<file path="config.mk">
export PLATFORM = sky130hd
export DESIGN_NAME = alu_seq_core
export DESIGN_NICKNAME = d
export VERILOG_FILES = /design/src/rtl/alu_seq_pkg.sv /design/src/rtl/alu_seq_core_div.sv /design/src/rtl/alu_seq_core.sv
export SDC_FILE = /design/constraint.sdc
export NUM_CORES = 1
export LEC_CHECK = 0
export CELL_PAD_IN_SITES_DETAIL_PLACEMENT = 2
export CELL_PAD_IN_SITES_GLOBAL_PLACEMENT = 2
export CORE_MARGIN = 2
export CORE_UTILIZATION = 38
export DETAILED_ROUTE_END_ITERATION = 10
export PLACE_DENSITY = 0.81
export SLEW_MARGIN = 30
export SYNTH_ARGS = -nofsm -noshare
export SYNTH_HDL_FRONTEND = slang
export SYNTH_SLANG_ARGS = --single-unit
</file>
<file path="constraint.sdc">
create_clock -name clk -period 2.2 [get_ports clk]
set_input_delay 0.44 -clock clk [delete_from_list [all_inputs] [get_ports clk]]
set_output_delay 0.44 -clock clk [all_outputs]
set_load 0.05 [all_outputs]
</file>
<file path="src/rtl/alu_seq_pkg.sv">
// Shared opcode encodings and FSM state type for alu_seq_core.
// Define ALU_SEQ_DIV_EN to include the iterative divide state.
package alu_seq_pkg;

   localparam logic [5:0] OP_MOV  = 6'b000000;
   localparam logic [5:0] OP_ADD  = 6'b000100;
   localparam logic [5:0] OP_SUB  = 6'b000101;
   localparam logic [5:0] OP_NEG  = 6'b000110;
   localparam logic [5:0] OP_MUL  = 6'b000111;
   localparam logic [5:0] OP_DIV  = 6'b001000;
   localparam logic [5:0] OP_OR   = 6'b001001;
   localparam logic [5:0] OP_XOR  = 6'b001010;
   localparam logic [5:0] OP_NAND = 6'b001011;
   localparam logic [5:0] OP_NOR  = 6'b001100;
   localparam logic [5:0] OP_XNOR = 6'b001101;
   localparam logic [5:0] OP_NOT  = 6'b001110;
   localparam logic [5:0] OP_LLSH = 6'b001111;
   localparam logic [5:0] OP_LRSH = 6'b010000;

   typedef enum logic [1:0] {
      ST_IDLE = 2'd0,
`ifdef ALU_SEQ_DIV_EN
      ST_DIV  = 2'd2,
`endif
      ST_DONE = 2'd1
   } state_e;

endpackage

</file>
<file path="src/rtl/alu_seq_core_div.sv">
// Restoring divider producing one quotient bit per cycle; W cycles after start.
// Instantiated by alu_seq_core only when ALU_SEQ_DIV_EN is defined.
module alu_div_iter #(
   parameter int W = 16
) (
   input  logic         clk,
   input  logic         rst_n,
   input  logic         start,
   input  logic [W-1:0] a,
   input  logic [W-1:0] b,
   output logic         done,
   output logic [W-1:0] quotient,
   output logic [W-1:0] remainder
);
   import alu_seq_pkg::*;

   localparam int CW = $clog2(W);

   logic [W-1:0]  rem_r;
   logic [W-1:0]  quo_r;
   logic [W-1:0]  div_r;
   logic [CW-1:0] cnt_r;
   logic          active_r;
   logic [W:0]    shifted_s;
   logic [W:0]    trial_s;
   logic          qbit_s;
   logic [W-1:0]  rem_next_s;

   // One restoring step: outputs are the values after the current iteration.
   always_comb begin
      shifted_s  = {rem_r, quo_r[W-1]};
      trial_s    = shifted_s - {1'b0, div_r};
      qbit_s     = 1'b0;
      rem_next_s = shifted_s[W-1:0];
      if (trial_s[W] == 1'b0) begin
         qbit_s     = 1'b1;
         rem_next_s = trial_s[W-1:0];
      end else begin
         qbit_s     = 1'b0;
         rem_next_s = shifted_s[W-1:0];
      end
   end

   assign quotient  = {quo_r[W-2:0], qbit_s};
   assign remainder = rem_next_s;
   assign done      = active_r && (cnt_r == CW'(W - 1));

   // Divider state: dividend shifts out of quo_r as quotient bits shift in.
   always_ff @(posedge clk or negedge rst_n) begin
      if (!rst_n) begin
         rem_r    <= {W{1'b0}};
         quo_r    <= {W{1'b0}};
         div_r    <= {W{1'b0}};
         cnt_r    <= {CW{1'b0}};
         active_r <= 1'b0;
      end else if (start) begin
         rem_r    <= {W{1'b0}};
         quo_r    <= b;
         div_r    <= a;
         cnt_r    <= {CW{1'b0}};
         active_r <= 1'b1;
      end else if (active_r) begin
         rem_r <= rem_next_s;
         quo_r <= quotient;
         cnt_r <= cnt_r + CW'(1);
         if (cnt_r == CW'(W - 1)) begin
            active_r <= 1'b0;
         end
      end
   end

endmodule

</file>
<file path="src/rtl/alu_seq_core.sv">
// Sequential ALU with valid/ready handshake and registered 2W-bit result.
// Define ALU_SEQ_DIV_EN to enable the multi-cycle DIV opcode.
module alu_seq_core #(
   parameter int W   = 16,
   parameter int SHW = $clog2(W)
) (
   input  logic           clk,
   input  logic           rst_n,
   input  logic           in_valid,
   output logic           in_ready,
   input  logic [5:0]     op,
   input  logic [W-1:0]   a,
   input  logic [W-1:0]   b,
   output logic           out_valid,
   input  logic           out_ready,
   output logic [2*W-1:0] result,
   output logic           err,
   output logic           busy
);
   import alu_seq_pkg::*;

   state_e         state_r;
   state_e         state_s;
   logic [2*W-1:0] result_r;
   logic [2*W-1:0] result_s;
   logic           err_r;
   logic           err_s;
   logic           accept_s;

   function automatic logic [W-1:0] alu_w(input logic [5:0] opc,
                                          input logic [W-1:0] x,
                                          input logic [W-1:0] y);
      logic [W-1:0] r;
      case (opc)
         OP_MOV:  r = y;
         OP_ADD:  r = y + x;
         OP_SUB:  r = y - x;
         OP_NEG:  r = {W{1'b0}} - x;
         OP_OR:   r = y | x;
         OP_XOR:  r = y ^ x;
         OP_NAND: r = ~(y & x);
         OP_NOR:  r = ~(y | x);
         OP_XNOR: r = ~(y ^ x);
         OP_NOT:  r = ~x;
         OP_LLSH: r = y << x[SHW-1:0];
         OP_LRSH: r = y >> x[SHW-1:0];
         default: r = {W{1'b0}};
      endcase
      return r;
   endfunction

   assign in_ready  = rst_n && ((state_r == ST_IDLE) || ((state_r == ST_DONE) && out_ready));
   assign accept_s  = in_valid && in_ready;
   assign out_valid = (state_r == ST_DONE);
   assign busy      = (state_r != ST_IDLE);
   assign result    = result_r;
   assign err       = err_r;

`ifdef ALU_SEQ_DIV_EN
   logic         div_start_s;
   logic         div_done_s;
   logic [W-1:0] div_quo_s;
   logic [W-1:0] div_rem_s;

   alu_div_iter #(.W(W)) u_div (
      .clk       (clk),
      .rst_n     (rst_n),
      .start     (div_start_s),
      .a         (a),
      .b         (b),
      .done      (div_done_s),
      .quotient  (div_quo_s),
      .remainder (div_rem_s)
   );
`endif

   // Next-state and result selection; result/err only change on a load.
   always_comb begin
      state_s  = state_r;
      result_s = result_r;
      err_s    = err_r;
`ifdef ALU_SEQ_DIV_EN
      div_start_s = 1'b0;
`endif
      case (state_r)
         ST_IDLE, ST_DONE: begin
            if (accept_s) begin
               state_s  = ST_DONE;
               err_s    = 1'b0;
               result_s = {{W{1'b0}}, alu_w(op, a, b)};
               case (op)
                  OP_MUL: result_s = {{W{1'b0}}, a} * {{W{1'b0}}, b};
                  OP_DIV: begin
`ifdef ALU_SEQ_DIV_EN
                     if (a == {W{1'b0}}) begin
                        result_s = {b, {W{1'b1}}};
                        err_s    = 1'b1;
                     end else begin
                        state_s     = ST_DIV;
                        div_start_s = 1'b1;
                     end
`else
                     result_s = {2*W{1'b0}};
                     err_s    = 1'b1;
`endif
                  end
                  OP_MOV, OP_ADD, OP_SUB, OP_NEG, OP_OR, OP_XOR, OP_NAND,
                  OP_NOR, OP_XNOR, OP_NOT, OP_LLSH, OP_LRSH: err_s = 1'b0;
                  default: begin
                     result_s = {2*W{1'b0}};
                     err_s    = 1'b1;
                  end
               endcase
            end else if ((state_r == ST_DONE) && out_ready) begin
               state_s = ST_IDLE;
            end else begin
               state_s = state_r;
            end
         end
`ifdef ALU_SEQ_DIV_EN
         ST_DIV: begin
            if (div_done_s) begin
               state_s  = ST_DONE;
               result_s = {div_rem_s, div_quo_s};
               err_s    = 1'b0;
            end else begin
               state_s = ST_DIV;
            end
         end
`endif
         default: state_s = ST_IDLE;
      endcase
   end

   // State and output registers.
   always_ff @(posedge clk or negedge rst_n) begin
      if (!rst_n) begin
         state_r  <= ST_IDLE;
         result_r <= {2*W{1'b0}};
         err_r    <= 1'b0;
      end else begin
         state_r  <= state_s;
         result_r <= result_s;
         err_r    <= err_s;
      end
   end

endmodule

</file>
==> results.json, run 1 <==
{
  "status": "stopped before the end",
  "failed_stage": "detailed placement (3_5_place_dp)",
  "error": "[ERROR DPL-0033] detailed placement checks failed during check placement.",
  "synth_fp_nets": 2089,
  "start_util_pct": 38.7,
  "synth_area_um2": 13400,
  "synth-edff-count": 0,
  "synth_area_leader_cell": "fa_1",
  "ys_ff_latch": 34,
  "syn_inst": 1699,
  "ios": 78,
  "dieWidth_um": 192,
  "dp_hpwl_mm": 70.2,
  "yosysWarningCount": 0,
  "seq_area_frac_synth_pct": 6.33,
  "synth_cell_types": 88,
  "synth_top_area_share_pct": 29.2,
  "synth.area.top_cells": "fa_1 (29%), ha_1 (14%), inv_1 (7.6%)",
  "die_h_um": 192,
  "gp_routability_congestion": 0.967,
  "ys_async_sr_fraction_pct": 100,
  "numPortBuffers": 77,
  "yosys-top-cells-count": "inv_1 (273), nand2_1 (220), fa_1 (196)",
  "ys.flop_type": "dfrtp_1",
  "row_count": 68,
  "avgSynthCellArea_um2": 7.91,
  "synth.most_common_cell": "inv_1"
}
## kinds of logic after synthesis
| logic type | count (synthesis) | share of synthesized area, % |
|---|---|---|
| DFF | 34 | 6.33 |
| AOI/OAI and AO/OA | 343 | 17.1 |
| buffers and inverters | 373 | 10.8 |
| adders and majority gates | 348 | 43.3 |
| and+or+nand+nor | 528 | 16.9 |
| xor gates and xnor gates | 44 | 2.87 |
| muxes | 29 | 2.56 |
## metrics by stage
step / setup WS [ns] / area [µm²] / std cells / hold WS, ns / TNS (ns)
after floorplan: -3.33 / 14000 / 1699 / 0.144 / -81.74
after global placement: -4.28 / 18100 / 2571 / 0.470 / -114.40
==> run 2: changes to the inputs <==
Settings changed: CELL_PAD_IN_SITES_DETAIL_PLACEMENT 2 to unset, CELL_PAD_IN_SITES_GLOBAL_PLACEMENT 2 to unset, CORE_UTILIZATION 38 to 40, PLACE_DENSITY 0.81 to unset, PLACE_DENSITY_LB_ADDON set to 0.15.
==> run 2 against run 1 <==
Net effect: the flow now finishes, with violations (negative setup slack); area after synthesis unchanged; synthesized cell count did not move.
==> results.json, run 2 <==
{
  "status": "finished, violations left",
  "violations": "negative setup slack",
  "synth.area.top_cells": "fa_1 (29%), ha_1 (14%), inv_1 (7.6%)",
  "slew_viol_final": 0,
  "setup_viol": 32,
  "synth_top_area_share_pct": 29.2,
  "reg2reg_depth": 11,
  "start_util_pct": 40.4,
  "final_common_cell": "buf_4",
  "cts_buffers": 5,
  "dp_hpwl_mm": 47.5,
  "clk_path_buf_depth": 2,
  "p_int_mw": 18.1,
  "cp_top_family": "adder cells",
  "numPortBuffers": 77,
  "reg2reg_from": "state_r[0]",
  "cp_max_fo": 4,
  "final_cell_mix": "buf_4 (424), inv_1 (216), nand2_1 (186)",
  "worstPathRequired_ns": 2.40,
  "drcViolationCount": 0,
  "synth_area_um2": 13400,
  "grt_antenna_before_repair": 0,
  "grt_usage_pct": 34.6,
  "drive_gt1_share_pct": 40.6,
  "grt_pass1_wl_mm": 91.6,
  "busiest_layer": "met2",
  "fin_tns_setup_ns": -86.19,
  "dieArea_um2": 35100,
  "dieWidth_um": 187,
  "avgSynthCellArea_um2": 7.91,
  "syn2layout_area_growth_pct": 56.5,
  "drt-initial-drc-count": 1020,
  "syn_inst": 1699,
  "fmax_ghz": 0.178,
  "p_clk_share_pct": 2.5,
  "combPwrFrac_pct": 95.3,
  "yosysWarningCount": 0,
  "vias": 14560,
  "h-tree-depth": 2,
  "die_h_um": 187,
  "leakage_nw": 10.0,
  "ios": 78,
  "yosys-top-cells-count": "inv_1 (273), nand2_1 (220), fa_1 (196)",
  "gp_routability_congestion": 1.00,
  "rr_endpoint": "result[5]",
  "worstPathArrival_ns": 5.83,
  "ys_async_sr_fraction_pct": 100,
  "start_kind": "primary input",
  "swShare_pct": 49.6,
  "worstSetupPathDepth": 26,
  "p_switching_mw": 17.8,
  "synth.most_common_cell": "inv_1",
  "cts_tree": "done",
  "end_kind": "flip-flop",
  "pre_cts_ws_ns": -4.29,
  "grt_pass1_vias": 15537,
  "globalRouteMet3Util_pct": 6.15,
  "hold_viol": 0,
  "grt_max_degree": 39,
  "largest_register_ffs": 32,
  "critical_path_class": "in -> reg",
  "ys.flop_type": "dfrtp_1",
  "finalWorstPathRequiredPeriod_ns": 5.63,
  "synth_cell_types": 88,
  "cp_common_cell": "fa_1",
  "slew_headroom_pct": 57.8,
  "overflow": 0,
  "synth_area_leader_cell": "fa_1",
  "r2r_slack_ns": -0.11,
  "layout_setup_ws_ns": -3.43,
  "tightest_slew_ns": 0.628,
  "synth-edff-count": 0,
  "met2_usage_pct": 57.9,
  "wirelength_mm": 59.9,
  "cp-endpoint": "result[29]",
  "seq_area_frac_synth_pct": 6.33,
  "crit_start": "a[5]",
  "met1_usage_pct": 42.4,
  "cts_root_buf": "clkbuf_16",
  "max_cap_violations": 0,
  "period_share_pct": 256,
  "detail_route.vias_per_cell": 5.41,
  "wl_per_cell_um": 22.3,
  "critPathSlowestCell": "fa_2",
  "path_buf_inv": 9,
  "irDropWorstVdd_uv": 5110,
  "cp_slowest_stage_delay_ns": 0.52,
  "pwr_density_cell_nw_per_um2": 1700,
  "synth_fp_nets": 2089,
  "worstSkewPairLatency_ns": 0.32,
  "ys_ff_latch": 34,
  "coreArea_um2": 33300,
  "clk_pin_slew_worst_paths_ns": 0.08,
  "row_count": 67,
  "rsz0062_at_grt": "true",
  "final_util_pct": 63.2,
  "holdCritPathClass": "in -> async",
  "fin_nets": 2631,
  "total_power_mw": 35.8,
  "skew_ns": 0.0126,
  "clock_sink_count": 34,
  "first_pass_iters": 6,
  "ant_nets": 0,
  "power_frac_seq_pct": 2.1
}
## run 2: cell counts after synthesis
No cell type changed its count.
## run 2: repair_timing
item / in CTS / in global routing
endpoints found under the setup margin: 32 / 32
setup buffers: 104 / 34
pin swaps: 161 / 183
hold buffers: 0 / 0
gates cloned: 3 / 0
resized for setup: 427 / 194
## run 2: worst min-delay path by stage
stage / start / end / slack, ns / cells past startpoint
floorplan: rst_n / err / 0.14 / 0
global placement: result[23] / result[23] / 0.47 / 2
detailed placement: result[29] / result[29] / 0.47 / 2
CTS: rst_n / result[0] / 0.15 / 2
global route: rst_n / result[29] / 0.18 / 2
finish: rst_n / result[0] / 0.15 / 2
## run 2: stage by stage
| stage | instance area, µm² | instances | hold slack, ns |
|---|---|---|---|
| 6_report | 21000 | 2691 | 0.147 |
| 5_1_grt | 21000 | 2690 | 0.182 |
| 4_1_cts | 20300 | 2670 | 0.147 |
| 3_5_place_dp | 18100 | 2565 | 0.470 |
| 3_3_place_gp | 18100 | 2565 | 0.466 |
| 2_1_floorplan | 14000 | 1699 | 0.144 |
## run 2: final cells by class
| cell class | instances | area [µm²] |
|---|---|---|
| Tap cell | 448 | 561 |
| Inverter | 282 | 1190 |
| Clock inverter | 1 | 30.0 |
| Clock buffer | 7 | 133 |
| Fill cell | 2895 | 12200 |
| Multi-Input combinational cell | 1292 | 12600 |
| Timing Repair Buffer | 625 | 5630 |
| Sequential cell | 34 | 851 |
| Antenna cell | 1 | 2.50 |
| Timing Repair inverter | 1 | 6.26 |
## run 2: logic make-up (layout without fill, tap and decap cells)
family | Yosys count | count (layout) | share of synthesized area (%)
simple gates | 528 | 528 | 16.9
buf+inv | 373 | 916 | 10.8
fa+ha+maj | 348 | 348 | 43.3
compound gates | 343 | 343 | 17.1
xor+xnor | 44 | 44 | 2.87
flops | 34 | 34 | 6.33
mux | 29 | 29 | 2.56
other cells | 0 | 1 | 0
## run 2: power groups by stage
stage	sequential (mW)	clock [mW]	combinational, mW
finish	0.768	0.908	34.2
global route	0.778	0.948	36.9
CTS	0.767	0.928	30.6
detailed placement	0.777	0	25.2
global placement	0.777	0	24.8
floorplan	1.08	0	14.5
## run 2: routing by layer
| metal | vias to the layer above | part of all wire (%) |
|---|---|---|
| met1 | 7188 | 40 |
| met2 | 551 | 48 |
| met3 | 153 | 6.2 |
| li1 | 6668 | - |
| met4 | 0 | 6.2 |
| met5 | - | 0 |
(Power assumes the default switching activity.)
